==> src/rtl/synth_pkg.sv <==
// Shared types and constants for the synth_core envelope/note sequencer.
package synth_pkg;

  localparam int VOL_W              = 5;
  localparam int FMULT_W            = 16;
  localparam int SAMPLE_DIV_DEFAULT = 1247;

  typedef enum logic [2:0] {
    IDLE    = 3'd0,
    ATTACK  = 3'd1,
    DECAY   = 3'd2,
    SUSTAIN = 3'd3,
    RELEASE = 3'd4
  } env_state_t;

  // Smaller of two volume levels; sustain can never sit above the note peak.
  function automatic logic [VOL_W-1:0] vol_min(input logic [VOL_W-1:0] a,
                                               input logic [VOL_W-1:0] b);
    return (a < b) ? a : b;
  endfunction

endpackage

==> src/rtl/synth_env_ctrl_if.sv <==
// Note command handshake between the sequencer (master) and synth_env_ctrl (slave).
interface synth_env_ctrl_if;
  import synth_pkg::*;

  logic               note_valid;
  logic               note_ready;
  logic               note_on;
  logic [FMULT_W-1:0] note_f_mult;
  logic [VOL_W-1:0]   note_vel;

  modport master (
    output note_valid, note_on, note_f_mult, note_vel,
    input  note_ready
  );

  modport slave (
    input  note_valid, note_on, note_f_mult, note_vel,
    output note_ready
  );

endinterface

==> src/rtl/synth_tick_gen.sv <==
// Sample-rate tick generator: counter runs 0..SAMPLE_DIV and wraps;
// sample_tick is registered so it is high exactly while the counter equals SAMPLE_DIV.
module synth_tick_gen #(
  parameter int SAMPLE_DIV = 1247
) (
  input  logic clk,
  input  logic rst_n,
  output logic sample_tick
);

  localparam int CNT_W = (SAMPLE_DIV < 1) ? 1 : $clog2(SAMPLE_DIV + 1);
  localparam logic [CNT_W-1:0] DIV_C = CNT_W'(SAMPLE_DIV);

  logic [CNT_W-1:0] cnt;
  logic [CNT_W-1:0] cnt_nxt;

  // Next counter value with wrap at SAMPLE_DIV.
  always_comb begin
    cnt_nxt = (cnt == DIV_C) ? '0 : cnt + CNT_W'(1);
  end

  // Counter and tick register; the tick is decoded from the next count so it
  // lines up with the cycle in which the counter holds SAMPLE_DIV.
  always_ff @(posedge clk or negedge rst_n) begin
    if (!rst_n) begin
      cnt         <= '0;
      sample_tick <= 1'b0;
    end else begin
      cnt         <= cnt_nxt;
      sample_tick <= (cnt_nxt == DIV_C);
    end
  end

endmodule

==> src/rtl/synth_env_ctrl.sv <==
// ADSR envelope and note sequencer driving synth_core vol/f_mult.
// All output changes land on sample-tick boundaries. Optional build macro:
//   SYNTH_ENV_LEGATO_EN - note on during ATTACK/DECAY/SUSTAIN only retunes
//                         f_mult and peak instead of retriggering the attack.
//
// state   | meaning
// IDLE    | silent, vol forced to 0, f_mult held
// ATTACK  | vol ramps up towards peak
// DECAY   | vol ramps down towards min(sustain_lvl, peak)
// SUSTAIN | vol held until the next command
// RELEASE | vol ramps down to 0, then IDLE
module synth_env_ctrl
  import synth_pkg::*;
#(
  parameter int SAMPLE_DIV = SAMPLE_DIV_DEFAULT,
  parameter int RATE_W     = 8
) (
  input  logic               clk,
  input  logic               rst_n,
  synth_env_ctrl_if.slave    note_if,
  input  logic [RATE_W-1:0]  attack_rate,
  input  logic [RATE_W-1:0]  decay_rate,
  input  logic [RATE_W-1:0]  release_rate,
  input  logic [VOL_W-1:0]   sustain_lvl,
  output logic [FMULT_W-1:0] f_mult,
  output logic [VOL_W-1:0]   vol,
  output logic               active,
  output logic               sample_tick
);

  env_state_t         state, state_nxt;
  logic [VOL_W-1:0]   vol_nxt;
  logic [FMULT_W-1:0] f_mult_nxt;
  logic [VOL_W-1:0]   peak, peak_nxt;
  logic [RATE_W-1:0]  step_cnt, step_cnt_nxt;

  logic               pend_valid, pend_valid_nxt;
  logic               pend_on, pend_on_nxt;
  logic [FMULT_W-1:0] pend_f_mult, pend_f_mult_nxt;
  logic [VOL_W-1:0]   pend_vel, pend_vel_nxt;

  logic [RATE_W-1:0]  cur_rate;
  logic [VOL_W-1:0]   target;
  logic               cmd_fire;
  logic               step_en;
  logic               cmd_is_on;

  synth_tick_gen #(
    .SAMPLE_DIV (SAMPLE_DIV)
  ) u_tick_gen (
    .clk         (clk),
    .rst_n       (rst_n),
    .sample_tick (sample_tick)
  );

  assign note_if.note_ready = !pend_valid;
  assign active             = (state != IDLE);
  assign cmd_fire           = note_if.note_valid && !pend_valid;
  assign target             = vol_min(sustain_lvl, peak);
  assign cmd_is_on          = pend_on && (pend_vel != '0);

  // Rate of the current state; IDLE and SUSTAIN never move vol, so any rate works.
  always_comb begin
    cur_rate = '0;
    case (state)
      ATTACK:  cur_rate = attack_rate;
      DECAY:   cur_rate = decay_rate;
      RELEASE: cur_rate = release_rate;
      default: cur_rate = '0;
    endcase
  end

  // State, envelope, pending-command and step-counter registers.
  always_ff @(posedge clk or negedge rst_n) begin
    if (!rst_n) begin
      state       <= IDLE;
      vol         <= '0;
      f_mult      <= '0;
      peak        <= '0;
      step_cnt    <= '0;
      pend_valid  <= 1'b0;
      pend_on     <= 1'b0;
      pend_f_mult <= '0;
      pend_vel    <= '0;
    end else begin
      state       <= state_nxt;
      vol         <= vol_nxt;
      f_mult      <= f_mult_nxt;
      peak        <= peak_nxt;
      step_cnt    <= step_cnt_nxt;
      pend_valid  <= pend_valid_nxt;
      pend_on     <= pend_on_nxt;
      pend_f_mult <= pend_f_mult_nxt;
      pend_vel    <= pend_vel_nxt;
    end
  end

  // Command capture, then per-tick command apply or envelope step.
  always_comb begin
    state_nxt       = state;
    vol_nxt         = vol;
    f_mult_nxt      = f_mult;
    peak_nxt        = peak;
    step_cnt_nxt    = step_cnt;
    pend_valid_nxt  = pend_valid;
    pend_on_nxt     = pend_on;
    pend_f_mult_nxt = pend_f_mult;
    pend_vel_nxt    = pend_vel;
    step_en         = 1'b0;

    // Slot is free only when nothing is pending, so capture and apply never collide.
    if (cmd_fire) begin
      pend_valid_nxt  = 1'b1;
      pend_on_nxt     = note_if.note_on;
      pend_f_mult_nxt = note_if.note_f_mult;
      pend_vel_nxt    = note_if.note_vel;
    end

    if (sample_tick) begin
      if (pend_valid) begin
        // A command tick never also steps the envelope.
        pend_valid_nxt = 1'b0;
        step_cnt_nxt   = '0;
        if (cmd_is_on) begin
          f_mult_nxt = pend_f_mult;
          peak_nxt   = pend_vel;
`ifdef SYNTH_ENV_LEGATO_EN
          if (state == IDLE || state == RELEASE) state_nxt = ATTACK;
`else
          state_nxt = ATTACK;
`endif
        end else if (state == ATTACK || state == DECAY || state == SUSTAIN) begin
          state_nxt = RELEASE;
        end
      end else begin
        if (step_cnt >= cur_rate) begin
          step_en      = 1'b1;
          step_cnt_nxt = '0;
        end else begin
          step_cnt_nxt = step_cnt + RATE_W'(1);
        end
      end
    end

    if (step_en) begin
      case (state)
        IDLE: vol_nxt = '0;
        ATTACK: begin
          if (vol < peak) vol_nxt = vol + VOL_W'(1);
          else            state_nxt = DECAY;
        end
        DECAY: begin
          if (vol > target) vol_nxt = vol - VOL_W'(1);
          else              state_nxt = SUSTAIN;
        end
        SUSTAIN: vol_nxt = vol;
        RELEASE: begin
          if (vol != '0) vol_nxt = vol - VOL_W'(1);
          else           state_nxt = IDLE;
        end
        default: state_nxt = IDLE;
      endcase
    end
  end

endmodule

==> src/flat_wrapper.sv <==
// flat-port wrapper written by rule: the top's interface ports become plain ports
module synth_env_ctrl_flat import synth_pkg::*;
#(
  parameter int SAMPLE_DIV = SAMPLE_DIV_DEFAULT,
  parameter int RATE_W     = 8
)
  (clk, rst_n, attack_rate, decay_rate, release_rate, sustain_lvl, f_mult, vol, active, sample_tick, note_if_note_valid, note_if_note_on, note_if_note_f_mult, note_if_note_vel, note_if_note_ready);
  synth_env_ctrl_if note_if_i ();
  input  logic clk;
  input  logic rst_n;
  input  logic [RATE_W-1:0] attack_rate;
  input  logic [RATE_W-1:0] decay_rate;
  input  logic [RATE_W-1:0] release_rate;
  input  logic [VOL_W-1:0] sustain_lvl;
  output logic [FMULT_W-1:0] f_mult;
  output logic [VOL_W-1:0] vol;
  output logic active;
  output logic sample_tick;
  input wire logic [$bits(note_if_i.note_valid)-1:0] note_if_note_valid;
  input wire logic [$bits(note_if_i.note_on)-1:0] note_if_note_on;
  input wire logic [$bits(note_if_i.note_f_mult)-1:0] note_if_note_f_mult;
  input wire logic [$bits(note_if_i.note_vel)-1:0] note_if_note_vel;
  output wire logic [$bits(note_if_i.note_ready)-1:0] note_if_note_ready;
  assign note_if_i.note_valid = note_if_note_valid;
  assign note_if_i.note_on = note_if_note_on;
  assign note_if_i.note_f_mult = note_if_note_f_mult;
  assign note_if_i.note_vel = note_if_note_vel;
  assign note_if_note_ready = note_if_i.note_ready;
  synth_env_ctrl #(.SAMPLE_DIV(SAMPLE_DIV), .RATE_W(RATE_W)) u_core (.clk(clk), .rst_n(rst_n), .note_if(note_if_i), .attack_rate(attack_rate), .decay_rate(decay_rate), .release_rate(release_rate), .sustain_lvl(sustain_lvl), .f_mult(f_mult), .vol(vol), .active(active), .sample_tick(sample_tick));
endmodule
==> config.mk <==
export PLATFORM = sky130hd
export DESIGN_NAME = synth_env_ctrl_flat
export DESIGN_NICKNAME = d
export VERILOG_FILES = /design/src/rtl/synth_pkg.sv /design/src/rtl/synth_env_ctrl_if.sv /design/src/rtl/synth_tick_gen.sv /design/src/rtl/synth_env_ctrl.sv /design/src/flat_wrapper.sv
export SDC_FILE = /design/constraint.sdc
export NUM_CORES = 1
export LEC_CHECK = 0
export ABC_AREA = 0
export BUFFER_PORTS_ARGS = -buffer_cell sky130_fd_sc_hd__buf_2
export CAP_MARGIN = 30
export CORE_ASPECT_RATIO = 0.9
export CORE_UTILIZATION = 25
export DETAILED_ROUTE_END_ITERATION = 6
export SLEW_MARGIN = 20
export SYNTH_ARGS = -nofsm -noshare
export SYNTH_HDL_FRONTEND = slang
export SYNTH_SLANG_ARGS = --single-unit
export TNS_END_PERCENT = 20
==> constraint.sdc <==
create_clock -name clk -period 3.5 [get_ports clk]
set_input_delay 0.35 -clock clk [delete_from_list [all_inputs] [get_ports clk]]
set_output_delay 0.35 -clock clk [all_outputs]
set_load 0.02 [all_outputs]
# Word-level counts from Yosys, hierarchy flattened

Cells that the tools add are included.

Output and inout bits: 24
Word-level logic and storage cells: 65
Input bits: 54
Bits in registers: 72

Reduce and logical (&&, ||, !) cells: 13
Magnitude comparators: 4
$add $sub $neg: 4
Muxes and demuxes: 24
Equal/unequal tests: 9

Operators by type and width:

| cell                    | count |
|---|---|
| $mux W3                 | 8 |
| $pmux W8 S3             | 1 |
| $eq A11 B11 Y1 const B  | 2 |
| $mux W5                 | 4 |
| $pmux W5 S4             | 1 |
| $mux W8                 | 2 |
| $pmux W3 S4             | 1 |
| $add A11 B1 Y11 const B | 1 |
| $mux W11                | 1 |
| $lt A5 B5 Y1            | 2 |
| $reduce_bool A5 Y1      | 2 |
| $add A8 B1 Y8 const B   | 1 |
| $ge A8 B8 Y1            | 1 |
| $eq A3 B2 Y1 const B    | 2 |
| $mux W1                 | 6 |
| $add A5 B1 Y5 const B   | 1 |
| $gt A5 B5 Y1            | 1 |
| $reduce_and A5 Y1       | 1 |
| $sub A5 B1 Y5 const B   | 1 |
| $ne A2 B2 Y1 const B    | 2 |
| $reduce_bool A4 Y1      | 1 |
| $eq A3 B1 Y1 const B    | 1 |
| $eq A3 B3 Y1 const B    | 1 |
| $logic_not A3 Y1        | 1 |
| 7 further kinds         | 9 |

# Longest topological paths before layout

Word-level depth: 10
Gate-level depth with buffers: 14

# Hierarchy

A second synthesis with hierarchy kept.

Cells, all modules: 369
Area total of the unflattened synthesis: 4,007.6 µm²

By module, submodules not included:

| module         | instances | area each (µm²) | cells an instance |
|---|---|---|---|
| synth_env_ctrl | 1         | 3,375.7         | 309 |
| synth_tick_gen | 1         | 631.9           | 60 |

# Worst setup path after synthesis

OpenSTA, ideal clock, no wires.

Path kind: register to register
Start point: register u_core.peak[1]
End point: register u_core.vol[0]
Arrival time: 3,030 ps
Cell stages (with the launch flop): 15
Required time: 3,375 ps
Path slack: 345 ps
Clock period less this slack: 3,155 ps
Cells stage by stage: dfrtp_1 -> inv_1 -> ha_1 -> a21o_1 -> a21o_1 -> a21o_1 -> a21oi_4 -> mux2_2 -> ha_1 -> and4_1 -> a21oi_1 -> o31a_1 -> o22ai_4 -> nor2_2 -> mux2_4

Longest elaborated chain between the ends: 5

RTL lines:

| element                       | RTL line              | RTL |
|---|---|---|
| from (decl)                   | synth_env_ctrl.sv:34  | `logic [VOL_W-1:0] peak, peak_nxt;` |
| from (signal assigned)        | synth_env_ctrl.sv:89  | `peak <= peak_nxt;` |
| $lt A5 B5 Y1                  | synth_pkg.sv:19       | `return (a < b) ? a : b;` |
| $mux W5                       | synth_pkg.sv:19       |  |
| $gt A5 B5 Y1                  | synth_env_ctrl.sv:153 | `if (vol > target) vol_nxt = vol - VOL_W'(1);` |
| $ne A2 B2 Y1 (no line)        | -                     |  |
| $reduce_and A5 Y1 (no line) * | -                     |  |
| to (signal assigned)          | synth_env_ctrl.sv:87  | `vol <= vol_nxt;` |
| to (decl)                     | synth_env_ctrl.sv:26  | `output logic [VOL_W-1:0] vol,` |

Mark *: on every way between the ends. The rest lies on a longest branch, timed or not.
A chain may end at the register's enable or synchronous reset.

# Worst setup path in the final report

Ends and elaborated chain as after synthesis.

==> impl_metrics.yaml <==
drt:
  drc: 0
  antenna_left: 0
  drt-wirelength-per-cell_um: 13.9
  wirelength_mm: 9.06
  vias_per_cell: 4.65
  routed-via-count: 3026
  drt_pass1_iterations: 5
  first_iter_violations: 105
job:
  cap_violations: 0
pwr:
  ir_drop_mv: 0.229
  power.internal_w: 0.00176
  powerDensity_nw_per_um2: 451
  switching_power_w: 0.000507
  seqPwrFrac_pct: 43.6
  p_leak_nw: 2.38
  combPwrFrac_pct: 9.0
  clkPwrFrac_pct: 47.4
  swShare_pct: 22.4
min_path:
  hold_path.class: "in2async"
sta:
  clock_skew_ns: 0.00445
  tightestPinTransition_ns: 0.818
  fin_tns_setup_ns: 0
  setup_viol: 0
  period_share_pct: 95.0
  maxSlewViolCount: 0
  hold-worst-slack_ns: 0.00763
  max_freq_ghz: 0.301
  hold_viol: 0
  rsz0062_at_grt: "false"
  relSlewSlack_pct: 45.3
  period_needed_ns: 3.32
worst_setup_path:
  cpPeakStageDelay_ns: 0.38
  rr_startpoint: "u_core.peak[1]"
  reg2reg_slack_ns: 0.18
  cp.required_ns: 3.71
  path_cells: "inv_1, ha_1, a21o_1, a21o_1, a21o_1, a21oi_4, mux2_2, ha_1, and4_1, a21oi_1, o31a_1, o22ai_4, nor2_2, mux2_4"
  worstSetupStartpointType: "register"
  crit_path_top_delay_cell: "dfrtp_1"
  cpMostUsedCell: "a21o_1"
  reg2reg_depth: 14
  cp.arrival_ns: 3.54
  critPathCaptureType: "register"
  path_class: "reg2reg"
  crit_fanout: 10
  r2r_end: "u_core.vol[0]"
synth:
  ys.flop_type: "dfrtp_1"
  yosys.area_share.adder_pct: 8.83
  syn_avg_cell_area_um2: 11.2
  ys_ff_latch: 72
  synth_top_family_by_area: "compound AO/OA/AOI/OAI gates"
  synth-edff-count: 0
  synth.mux.area_fraction_pct: 13.2
  async_flop_share_pct: 100
  synth_fp_nets: 443
  netlist_area_um2: 4050
  ys_warn_count: 0
  synthDistinctLibCells: 56
  synth-seq-area-share_pct: 44.5
  synth-xor-area-share_pct: 2.59
  netlist_instances: 361
  yosys.area_share.simple_pct: 12.2
  synth_compound_area_share_pct: 15.2
clock_tree:
  clk_pin_slew_ns: 0.06
  htree_levels: 3
  cts.path.max_buffers: 2
  cts_buffers: 9
  cts_hold_buf: 0
  cts_root_buffer: "clkbuf_16"
  cts_sinks: 72
  post_cts_resized: 0
  post_cts_buffers: 0
  cts_tree: "yes"
  clock_latency_ns: 0.33
floorplanning:
  die_w_um: 136
  ios: 78
  std_cell_rows: 43
  start_util_pct: 26.0
  die_area_um2: 16700
  die_h_um: 123
  core-area_um2: 15600
placement:
  place_congestion: 0.823
  dpl.hpwl_mm: 6.85
  numPortBuffers: 77
  postPlaceCellArea_um2: 4680
final_layout:
  nNetsFinal: 526
  final_cell_mix: "buf_2 (78), dfrtp_1 (72), mux2_2 (38)"
  n_antenna_cell: 0
  final_common_cell: "buf_2"
  area_growth_syn_to_layout_pct: 24.2
  fin_area_um2: 5030
  drive_above_1_share_pct: 35.0
  fin_util_pct: 32.2
grt:
  grt-ovfl-total: 0
  use_met2_pct: 19.1
  antenna_found_initial: 0
  met3_usage_pct: 3.22
  track_usage_pct: 11.5
  grt_max_degree: 51
  top_usage_layer: "met2"
  grt_pass1_wl_mm: 15.0
  globalRouteMet1Util_pct: 14.4
  grt_pass1_vias: 3095
run_status:
  outcome: "completed"
## worst max-delay path by stage
stage | endpoint | depth (start not counted) | slack, ns | start
2_1_floorplan | u_core.vol[0] | 14 | 0.35 | u_core.peak[1]
3_3_place_gp | u_core.vol[0] | 14 | 0.23 | sustain_lvl[1]
3_5_place_dp | u_core.vol[0] | 14 | 0.16 | sustain_lvl[1]
4_1_cts | u_core.vol[0] | 14 | 0.17 | u_core.peak[1]
5_1_grt | u_core.vol[3] | 14 | 0.002 | u_core.peak[1]
6_report | u_core.vol[0] | 14 | 0.18 | u_core.peak[1]
## sequential cells by signal (all words and copies together), names as in the netlist
| register | flops |
|---|---|
| u_core.u_tick_gen.cnt | 11 |
| u_core.f_mult | 16 |
| u_core.pend_vel | 5 |
| u_core.pend_on | 1 |
| u_core.pend_f_mult | 16 |
| u_core.step_cnt | 8 |
| u_core.u_tick_gen.sample_tick | 1 |
| u_core.pend_valid | 1 |
| u_core.peak | 5 |
| u_core.vol | 5 |
| u_core.state | 3 |
## Yosys cell counts, types with 2 or more instances
library cell,n,area [µm²]
xor2_1,6,52.6
mux2_1,3,33.8
dfrtp_1,72,1800
xnor2_1,6,52.6
and2_1,2,12.5
and4_1,4,35.0
nor2b_1,4,25.0
nand3_1,8,40.0
o41ai_1,5,43.8
buf_6,2,22.5
ha_1,27,338
a22oi_1,8,60.1
inv_1,15,56.3
a21o_1,7,52.6
mux2i_1,6,60.1
buf_2,8,40.0
o2bb2ai_1,2,17.5
nor2_1,25,93.8
and3_1,6,37.5
o31ai_1,3,22.5
a21oi_1,13,65.1
a31oi_1,2,12.5
nand2_1,24,90.1
nand4_1,2,12.5
o21ai_0,21,105
nand2b_1,10,62.6
mux2_2,38,428
clkbuf_1,4,15.0
## cells by family after synthesis
family | Yosys count
and+or+nand+nor | 94
AOI/OAI and AO/OA | 77
DFF | 72
muxes | 48
buffers and inverters | 30
adders and majority gates | 28
xor gates and xnor gates | 12
## metal layers
| layer | wire (µm) | vias up | share of wire (%) |
|---|---|---|---|
| met2 | 4420 | 74 | 49 |
| li1 | - | 1467 | - |
| met5 | 0 | - | 0 |
| met4 | 131 | 0 | 1.4 |
| met1 | 4090 | 1473 | 45 |
| met3 | 414 | 12 | 4.6 |
## final cells by class
type	count	area (µm²)
Sequential cell	72	1800
Timing Repair Buffer	87	458
Multi-Input combinational cell	259	2110
Tap cell	202	253
Clock inverter	7	126
Inverter	15	56.3
Clock buffer	9	225
Fill cell	1611	10600
## stage by stage
step | std cells | total power (W) | setup slack (ns)
after floorplan | 361 | 0.00112 | 0.345
after global placement | 634 | 0.00120 | 0.233
after detailed placement | 635 | 0.00122 | 0.158
after CTS | 651 | 0.00231 | 0.173
after global routing | 651 | 0.00238 | 0.00243
final | 651 | 0.00227 | 0.175
## worst max-delay path: cells and delay by family, from the launching register on
kind | cells | cell delay (ns)
flip-flops | 1 | 0.38
multiplexers | 2 | 0.66
buffers and inverters | 1 | 0.08
AO/OA/AOI/OAI | 7 | 1.18
adder cells (fa/ha/maj) | 2 | 0.55
AND/OR/NAND/NOR | 2 | 0.34
## power by group through the flow
stage          Combinational (W)  Sequential [W]  Clock [W]
2_1_floorplan           0.000138        0.000986          0
3_3_place_gp            0.000199         0.00100          0
3_5_place_dp            0.000209         0.00101          0
4_1_cts                 0.000211        0.000992    0.00110
5_1_grt                 0.000229         0.00101    0.00114
6_report                0.000205        0.000989    0.00107
No activity file was read; power rests on OpenSTA's default activity.
